[src/rtl/pentary_pkg.sv]
// Shared balanced-pentary digit codes, opcodes and digit arithmetic helpers.
package pentary_pkg;

    localparam logic [2:0] P_NEG2 = 3'b000;
    localparam logic [2:0] P_NEG1 = 3'b001;
    localparam logic [2:0] P_ZERO = 3'b010;
    localparam logic [2:0] P_POS1 = 3'b011;
    localparam logic [2:0] P_POS2 = 3'b100;

    localparam logic [3:0] OP_ADD  = 4'd0;
    localparam logic [3:0] OP_SUB  = 4'd1;
    localparam logic [3:0] OP_MUL2 = 4'd2;
    localparam logic [3:0] OP_SHR  = 4'd3;
    localparam logic [3:0] OP_NEG  = 4'd4;
    localparam logic [3:0] OP_ABS  = 4'd5;
    localparam logic [3:0] OP_CMP  = 4'd6;
    localparam logic [3:0] OP_MAX  = 4'd7;
    localparam logic [3:0] OP_MIN  = 4'd8;
    localparam logic [3:0] OP_SHL  = 4'd9;

    typedef logic signed [1:0] carry_t;

    localparam carry_t C_ZERO = 2'sb00;
    localparam carry_t C_POS  = 2'sb01;
    localparam carry_t C_NEG  = 2'sb11;

    typedef struct packed {
        logic [2:0] digit;
        carry_t     carry;
    } digit_sum_t;

    function automatic logic digit_valid(input logic [2:0] d);
        return d <= P_POS2;
    endfunction

    // Invalid codes negate to zero, matching their treatment as 0 elsewhere.
    function automatic logic [2:0] digit_neg(input logic [2:0] d);
        case (d)
            P_NEG2:  return P_POS2;
            P_NEG1:  return P_POS1;
            P_POS1:  return P_NEG1;
            P_POS2:  return P_NEG2;
            default: return P_ZERO;
        endcase
    endfunction

    function automatic logic signed [2:0] digit_to_int(input logic [2:0] d);
        case (d)
            P_NEG2:  return -3'sd2;
            P_NEG1:  return -3'sd1;
            P_POS1:  return 3'sd1;
            P_POS2:  return 3'sd2;
            default: return 3'sd0;
        endcase
    endfunction

    // Fold a digit sum in [-5,5] back into one digit plus an outgoing carry.
    function automatic digit_sum_t int_to_digit(input logic signed [3:0] s);
        digit_sum_t      r;
        logic signed [3:0] d;
        if (s > 4'sd2) begin
            d       = s - 4'sd5;
            r.carry = C_POS;
        end else if (s < -4'sd2) begin
            d       = s + 4'sd5;
            r.carry = C_NEG;
        end else begin
            d       = s;
            r.carry = C_ZERO;
        end
        r.digit = 3'(d + 4'sd2);
        return r;
    endfunction

endpackage

[src/rtl/pentary_digit_add.sv]
// Combinational single-digit balanced-pentary adder with signed carry in/out.
module pentary_digit_add
    import pentary_pkg::*;
(
    input  logic [2:0] a,
    input  logic [2:0] b,
    input  carry_t     cin,
    output logic [2:0] sum,
    output carry_t     cout
);

    logic signed [3:0] s;
    digit_sum_t        r;

    always_comb begin
        s    = 4'(digit_to_int(a)) + 4'(digit_to_int(b)) + 4'(cin);
        r    = int_to_digit(s);
        sum  = r.digit;
        cout = r.carry;
    end

endmodule

[src/rtl/pentary_alu_seq.sv]
// Digit-serial balanced-pentary ALU with valid/ready handshakes on both sides.
// Optional PENTARY_ALU_SAT_EN: saturate overflowing ADD/SUB/MUL2/SHL results.
module pentary_alu_seq
    import pentary_pkg::*;
#(
    parameter int unsigned NDIGITS = 16,
    parameter int unsigned DPC     = 4
) (
    input  logic                   clk,
    input  logic                   rst_n,
    input  logic                   in_valid,
    output logic                   in_ready,
    input  logic [3:0]             opcode,
    input  logic [3*NDIGITS-1:0]   operand_a,
    input  logic [3*NDIGITS-1:0]   operand_b,
    output logic                   out_valid,
    input  logic                   out_ready,
    output logic [3*NDIGITS-1:0]   result,
    output logic                   zero_flag,
    output logic                   negative_flag,
    output logic                   overflow_flag,
    output logic                   equal_flag,
    output logic                   greater_flag,
    output logic                   illegal_flag
);

    localparam int unsigned W      = 3 * NDIGITS;
    localparam int unsigned CW     = 3 * DPC;
    localparam int unsigned NSTEPS = NDIGITS / DPC;
    localparam int unsigned SW     = (NSTEPS > 1) ? $clog2(NSTEPS) : 1;
    localparam logic [SW-1:0] LAST_STEP = SW'(NSTEPS - 1);

    localparam logic [W-1:0] ALL_ZERO = {NDIGITS{P_ZERO}};
    localparam logic [W-1:0] ALL_POS2 = {NDIGITS{P_POS2}};
    localparam logic [W-1:0] ALL_NEG2 = {NDIGITS{P_NEG2}};

    localparam logic [1:0] S_IDLE = 2'd0;
    localparam logic [1:0] S_RUN  = 2'd1;
    localparam logic [1:0] S_DONE = 2'd2;

    if ((NDIGITS % DPC) != 0) begin : g_bad_cfg
        $error("pentary_alu_seq: NDIGITS must be a multiple of DPC");
    end

    function automatic logic [W-1:0] word_neg(input logic [W-1:0] w);
        logic [W-1:0] r;
        r = w;
        for (int i = 0; i < int'(NDIGITS); i++) r[3*i +: 3] = digit_neg(w[3*i +: 3]);
        return r;
    endfunction

    // Sign follows the most significant nonzero digit; zero is non-negative.
    function automatic logic word_is_neg(input logic [W-1:0] w);
        logic n;
        n = 1'b0;
        for (int i = 0; i < int'(NDIGITS); i++) begin
            if (w[3*i +: 3] != P_ZERO) n = (w[3*i +: 3] < P_ZERO);
        end
        return n;
    endfunction

    function automatic logic needs_run(input logic [3:0] op);
        return (op == OP_ADD) || (op == OP_SUB) || (op == OP_MUL2) ||
               (op == OP_CMP) || (op == OP_MAX) || (op == OP_MIN);
    endfunction

    logic [1:0]    state_q, state_d;
    logic [3:0]    op_q, op_d;
    logic [W-1:0]  a_q, a_d, b_q, b_d;
    logic [W-1:0]  sa_q, sa_d, sb_q, sb_d, acc_q, acc_d;
    carry_t        carry_q, carry_d;
    logic [SW-1:0] step_q, step_d;
    logic          ill_q, ill_d;
    logic          in_ready_d, out_valid_d;
    logic [W-1:0]  result_d;
    logic          zero_d, neg_d, ovf_d, eq_d, gt_d, illf_d;

    // Operand sanitising: invalid digit codes read as zero and are remembered.
    logic [W-1:0] a_in, b_in, b_eff;
    logic         bad_in;

    always_comb begin
        a_in   = operand_a;
        b_in   = operand_b;
        bad_in = 1'b0;
        for (int i = 0; i < int'(NDIGITS); i++) begin
            if (!digit_valid(operand_a[3*i +: 3])) begin
                a_in[3*i +: 3] = P_ZERO;
                bad_in         = 1'b1;
            end
            if (!digit_valid(operand_b[3*i +: 3])) begin
                b_in[3*i +: 3] = P_ZERO;
                bad_in         = 1'b1;
            end
        end
        case (opcode)
            OP_ADD:  b_eff = b_in;
            OP_MUL2: b_eff = a_in;
            default: b_eff = word_neg(b_in);
        endcase
    end

    // DPC-digit ripple slice; the carry out is registered between cycles.
    logic [CW-1:0] run_sum;
    carry_t        chain [DPC+1];

    assign chain[0] = carry_q;

    for (genvar j = 0; j < int'(DPC); j++) begin : g_digit
        pentary_digit_add u_add (
            .a    (sa_q[3*j +: 3]),
            .b    (sb_q[3*j +: 3]),
            .cin  (chain[j]),
            .sum  (run_sum[3*j +: 3]),
            .cout (chain[j+1])
        );
    end

    // Final result and flags, evaluated from latched operands and the run result.
    logic [W-1:0] fin_res;
    logic         fin_ovf, fin_eq, fin_gt, fin_ill, sat_pos;
    logic         acc_zero, diff_gt, diff_eq;

    always_comb begin
        acc_zero = (acc_q == ALL_ZERO);
        diff_eq  = acc_zero && (carry_q == C_ZERO);
        diff_gt  = (carry_q == C_POS) ||
                   ((carry_q == C_ZERO) && !acc_zero && !word_is_neg(acc_q));
        fin_res  = a_q;
        fin_ovf  = 1'b0;
        fin_eq   = 1'b0;
        fin_gt   = 1'b0;
        fin_ill  = ill_q;
        sat_pos  = 1'b0;
        case (op_q)
            OP_ADD, OP_SUB, OP_MUL2: begin
                fin_res = acc_q;
                fin_ovf = (carry_q != C_ZERO);
                sat_pos = (carry_q == C_POS);
            end
            OP_CMP: begin
                fin_res = acc_q;
                fin_eq  = diff_eq;
                fin_gt  = diff_gt;
            end
            OP_MAX: begin
                fin_res = diff_gt ? a_q : b_q;
                fin_eq  = diff_eq;
                fin_gt  = diff_gt;
            end
            OP_MIN: begin
                fin_res = diff_gt ? b_q : a_q;
                fin_eq  = diff_eq;
                fin_gt  = diff_gt;
            end
            OP_SHR: fin_res = W'({P_ZERO, a_q} >> 3);
            OP_SHL: begin
                fin_res = W'({a_q, P_ZERO});
                fin_ovf = (a_q[W-1 -: 3] != P_ZERO);
                sat_pos = (a_q[W-1 -: 3] > P_ZERO);
            end
            OP_NEG:  fin_res = word_neg(a_q);
            OP_ABS:  fin_res = word_is_neg(a_q) ? word_neg(a_q) : a_q;
            default: fin_ill = 1'b1;
        endcase
`ifdef PENTARY_ALU_SAT_EN
        if (fin_ovf) fin_res = sat_pos ? ALL_POS2 : ALL_NEG2;
`endif
    end

    // Next-state and next-output logic.
    always_comb begin
        state_d     = state_q;
        op_d        = op_q;
        a_d         = a_q;
        b_d         = b_q;
        sa_d        = sa_q;
        sb_d        = sb_q;
        acc_d       = acc_q;
        carry_d     = carry_q;
        step_d      = step_q;
        ill_d       = ill_q;
        in_ready_d  = in_ready;
        out_valid_d = out_valid;
        result_d    = result;
        zero_d      = zero_flag;
        neg_d       = negative_flag;
        ovf_d       = overflow_flag;
        eq_d        = equal_flag;
        gt_d        = greater_flag;
        illf_d      = illegal_flag;
        case (state_q)
            S_IDLE: begin
                if (in_valid) begin
                    op_d       = opcode;
                    a_d        = a_in;
                    b_d        = b_in;
                    sa_d       = a_in;
                    sb_d       = b_eff;
                    acc_d      = ALL_ZERO;
                    ill_d      = bad_in;
                    carry_d    = C_ZERO;
                    step_d     = '0;
                    in_ready_d = 1'b0;
                    state_d    = needs_run(opcode) ? S_RUN : S_DONE;
                end
            end
            S_RUN: begin
                sa_d    = sa_q >> CW;
                sb_d    = sb_q >> CW;
                acc_d   = W'({run_sum, acc_q} >> CW);
                carry_d = chain[DPC];
                step_d  = step_q + SW'(1);
                if (step_q == LAST_STEP) state_d = S_DONE;
            end
            S_DONE: begin
                // First DONE cycle captures the result; then wait for the consumer.
                if (!out_valid) begin
                    result_d    = fin_res;
                    zero_d      = (fin_res == ALL_ZERO);
                    neg_d       = word_is_neg(fin_res);
                    ovf_d       = fin_ovf;
                    eq_d        = fin_eq;
                    gt_d        = fin_gt;
                    illf_d      = fin_ill;
                    out_valid_d = 1'b1;
                end else if (out_ready) begin
                    out_valid_d = 1'b0;
                    in_ready_d  = 1'b1;
                    state_d     = S_IDLE;
                end
            end
            default: begin
                state_d     = S_IDLE;
                in_ready_d  = 1'b1;
                out_valid_d = 1'b0;
            end
        endcase
    end

    always_ff @(posedge clk or negedge rst_n) begin
        if (!rst_n) begin
            state_q       <= S_IDLE;
            op_q          <= OP_ADD;
            a_q           <= ALL_ZERO;
            b_q           <= ALL_ZERO;
            sa_q          <= ALL_ZERO;
            sb_q          <= ALL_ZERO;
            acc_q         <= ALL_ZERO;
            carry_q       <= C_ZERO;
            step_q        <= '0;
            ill_q         <= 1'b0;
            in_ready      <= 1'b1;
            out_valid     <= 1'b0;
            result        <= ALL_ZERO;
            zero_flag     <= 1'b0;
            negative_flag <= 1'b0;
            overflow_flag <= 1'b0;
            equal_flag    <= 1'b0;
            greater_flag  <= 1'b0;
            illegal_flag  <= 1'b0;
        end else begin
            state_q       <= state_d;
            op_q          <= op_d;
            a_q           <= a_d;
            b_q           <= b_d;
            sa_q          <= sa_d;
            sb_q          <= sb_d;
            acc_q         <= acc_d;
            carry_q       <= carry_d;
            step_q        <= step_d;
            ill_q         <= ill_d;
            in_ready      <= in_ready_d;
            out_valid     <= out_valid_d;
            result        <= result_d;
            zero_flag     <= zero_d;
            negative_flag <= neg_d;
            overflow_flag <= ovf_d;
            equal_flag    <= eq_d;
            greater_flag  <= gt_d;
            illegal_flag  <= illf_d;
        end
    end

endmodule

[config.mk]
export PLATFORM = sky130hd
export DESIGN_NAME = pentary_alu_seq
export DESIGN_NICKNAME = d
export VERILOG_FILES = /design/src/rtl/pentary_pkg.sv /design/src/rtl/pentary_digit_add.sv /design/src/rtl/pentary_alu_seq.sv
export SDC_FILE = /design/constraint.sdc
export NUM_CORES = 1
export LEC_CHECK = 0
export CAP_MARGIN = 25
export CORE_MARGIN = 2
export CORE_UTILIZATION = 35
export CTS_BUF_LIST = sky130_fd_sc_hd__clkbuf_8 sky130_fd_sc_hd__clkbuf_16
export CTS_CLUSTER_DIAMETER = 200
export DETAILED_ROUTE_END_ITERATION = 12
export HOLD_SLACK_MARGIN = 0.05
export PLACE_DENSITY = 0.66
export SYNTH_ARGS = -nofsm -noshare
export SYNTH_HDL_FRONTEND = slang
export SYNTH_HIERARCHICAL = 1
export SYNTH_SLANG_ARGS = --single-unit
[constraint.sdc]
create_clock -name clk -period 8.2 [get_ports clk]
set_clock_uncertainty 0.1 [all_clocks]
set_input_delay 1.64 -clock clk [delete_from_list [all_inputs] [get_ports clk]]
set_output_delay 1.64 -clock clk [all_outputs]
set_load 0.05 [all_outputs]
==> metrics <==
Fin. Hold Viols=0; max_slew headroom=27.50%; DR vias=19,000; most frequent cells in the layout=nand2_1 (446), o21ai_0 (241), dfrtp_1 (210); die height=235.0 um; RSZ-0062 raised after global routing=false; final WL=81,770 um; WL/cell=26.74 um; Core Box Area=52,660 um^2; Syn Area/Cell=8.188 um^2; H-tree depth=2; CP Class=flop to flop; initial antenna violation count=4; clock-pin slew of the registers on the worst-case setup and hold paths=0.06 ns; n_diodes=0; # fillers=5,222; Async SR Flop Fraction=100.0%; Num Clock Sinks=307; max incr delay on CP=0.56 ns; TritonCTS clock tree=built; Initial Utilization=35.46%; Die X=235.0 um; HPWL Detailed=60,100 um; maximum clock rate=0.1261 GHz; Slowest-stage cell, CP=fa_1; Synth Instances=2,280; post-route ant nets=0; IO buf count=159; Detailed Route Iter0 Violations=2,710; row count=84; share of layout cells above drive strength 1=11.14%; Syn-to-layout area delta=18.95%; Design Area, Final=22,210 um^2; total global routing overflow=0; max_cap viols=0; Vias/cell=6.214; first-pass GRT wire length=120,000 um; IO Pins=160; gpl congestion=0.9505; ratio of final minimum period to clock period=96.71%; DRC Markers=0; register area share after synthesis=41.80%; kind of end point of the critical path=flop; Root Buffer=clkbuf_16; mapped cell area=18,670 um^2; pin count of the biggest net entering global routing=153; Synth Net Count=2,417; # hold bufs at CTS=0; Final setup viols=0; Tightest Pin Transition=1.087 ns; Slew Viols, Final=0; gr usage total=28.83%; CP startpoint kind=flop; DRT Pass-1 Iters=6; clock buffer depth=3; status=complete, no violations; Die Outline Area=55,200 um^2; register cell area after layout=7804 um^2; Placed Area=20,780 um^2; Worst EP arrival=8.24 ns; YS warnings=6; WP data required=8.51 ns; r2r setup slk=0.27 ns; min Tclk post-route=7.930 ns; clk_lat worst skew=0.58 ns; commonest non-fill, non-tap cell in the layout=nand2_1; total clock buffers created by CTS=37; worst hold path class=flop to flop; area of the multi-input gates=10,140 um^2; Top FF cell, synth=dfrtp_1; final net count=2,478; vias in the first global route=17,880; setup_tns=0 ns; fin util=42.18%; number of enable flip-flop cells after synthesis=0; CP most frequent cell=fa_1; CP Max Fanout=8; Synth Register Bits=307; synth unique cells=86
## layout make-up
class,count,share of cell area [%]
clock inverter,24,1.324
tap,688,3.876
clock buffer,44,4.603
sequential,307,35.14
timing repair buffer,197,8.733
inverter,40,0.6761
multi-input combinational,1758,45.65
## through the flow
stage / cells / hold WS, ns / worst slack [ns]
finish: 3058 / 0.3599 / 0.2701
global route: 3058 / 0.3866 / 0.007528
CTS: 3055 / 0.3662 / 0.06626
detailed placement: 2987 / 0.3577 / -0.02617
global placement: 2985 / 0.3526 / 0.1870
floorplan: 2280 / 0.3304 / 0.02388
## repair_timing
item                       in CTS  in global routing
setup buffers                   0                  2
gates cloned                    0                  0
pin swaps                       1                  2
setup endpoints to repair       2                  4
gates resized for setup         2                  9
## logic make-up (layout without fill, tap and decap cells)
kind of cell / Yosys count / count (layout) / share of synthesized area, %
AOI/OAI and AO/OA: 788 / 788 / 27.68
xor gates and xnor gates: 12 / 12 / 0.8847
adders and majority gates: 33 / 33 / 2.855
buffers and inverters: 215 / 305 / 4.504
DFF: 307 / 307 / 41.80
muxes: 4 / 4 / 0.2212
and+or+nand+nor: 921 / 921 / 22.06
## metal layers
layer / part of all wire [%] / up-vias / global-route usage, %
li1: - / 8338 / -
met1: 41 / 9314 / 38.89
met2: 45 / 1127 / 44.38
met3: 9.0 / 217 / 5.463
met4: 5.4 / 6 / 14.10
met5: 0.051 / - / 0
## worst max-delay path, delay by kind of cell (launching register included)
kind	cells	cell delay [ns]
xor gates and xnor gates	4	0.96
adders and majority gates	12	4.28
AOI/OAI and AO/OA	4	0.70
buffers and inverters	6	0.58
DFF	1	0.43
and+or+nand+nor	4	0.75
## final timing paths
kind | end | startpoint | cells after the start
max | acc_q[45]$_DFFE_PN0P_ | sa_q[2]$_DFFE_PN0P_ | 30
min | result[46]$_DFFE_PN1P_ | result[46]$_DFFE_PN1P_ | 2
max reg2reg | acc_q[45]$_DFFE_PN0P_ | sa_q[2]$_DFFE_PN0P_ | 30
min reg2reg | result[46]$_DFFE_PN1P_ | result[46]$_DFFE_PN1P_ | 2
max in group asynchronous | sb_q[15]$_DFFE_PN0P_ | rst_n | 2
min in group asynchronous | result[15]$_DFFE_PN0P_ | rst_n | 1
## cell usage after synthesis, types with 23 or more instances
library cell | instances | area, um^2
dfrtp_1 | 210 | 5255
nor2_1 | 203 | 762.0
a21oi_1 | 181 | 905.9
a221oi_1 | 48 | 420.4
clkbuf_1 | 145 | 544.3
o211ai_1 | 31 | 232.7
a31oi_1 | 33 | 206.5
nor3_1 | 23 | 115.1
a21o_1 | 48 | 360.4
dfstp_2 | 97 | 2549
nor2b_1 | 45 | 281.5
o21ai_0 | 241 | 1206
a221o_1 | 52 | 520.5
nand3_1 | 75 | 375.4
inv_1 | 40 | 150.1
nand2_1 | 447 | 1678
nand2b_1 | 26 | 162.7
## sequential cells by signal, indices dropped and copies added (netlist names)
signal         count
state_q            2
negative_flag      1
zero_flag          1
acc_q             48
op_q               4
a_q               48
carry_q            2
ill_q              1
equal_flag         1
sa_q              48
in_ready           1
greater_flag       1
out_valid          1
illegal_flag       1
sb_q              48
b_q               48
overflow_flag      1
step_q             2
result            48
Power is left out: the tool's default activity adds up to more than one toggle a clock period on the data nets, which glitch-free logic cannot reach.
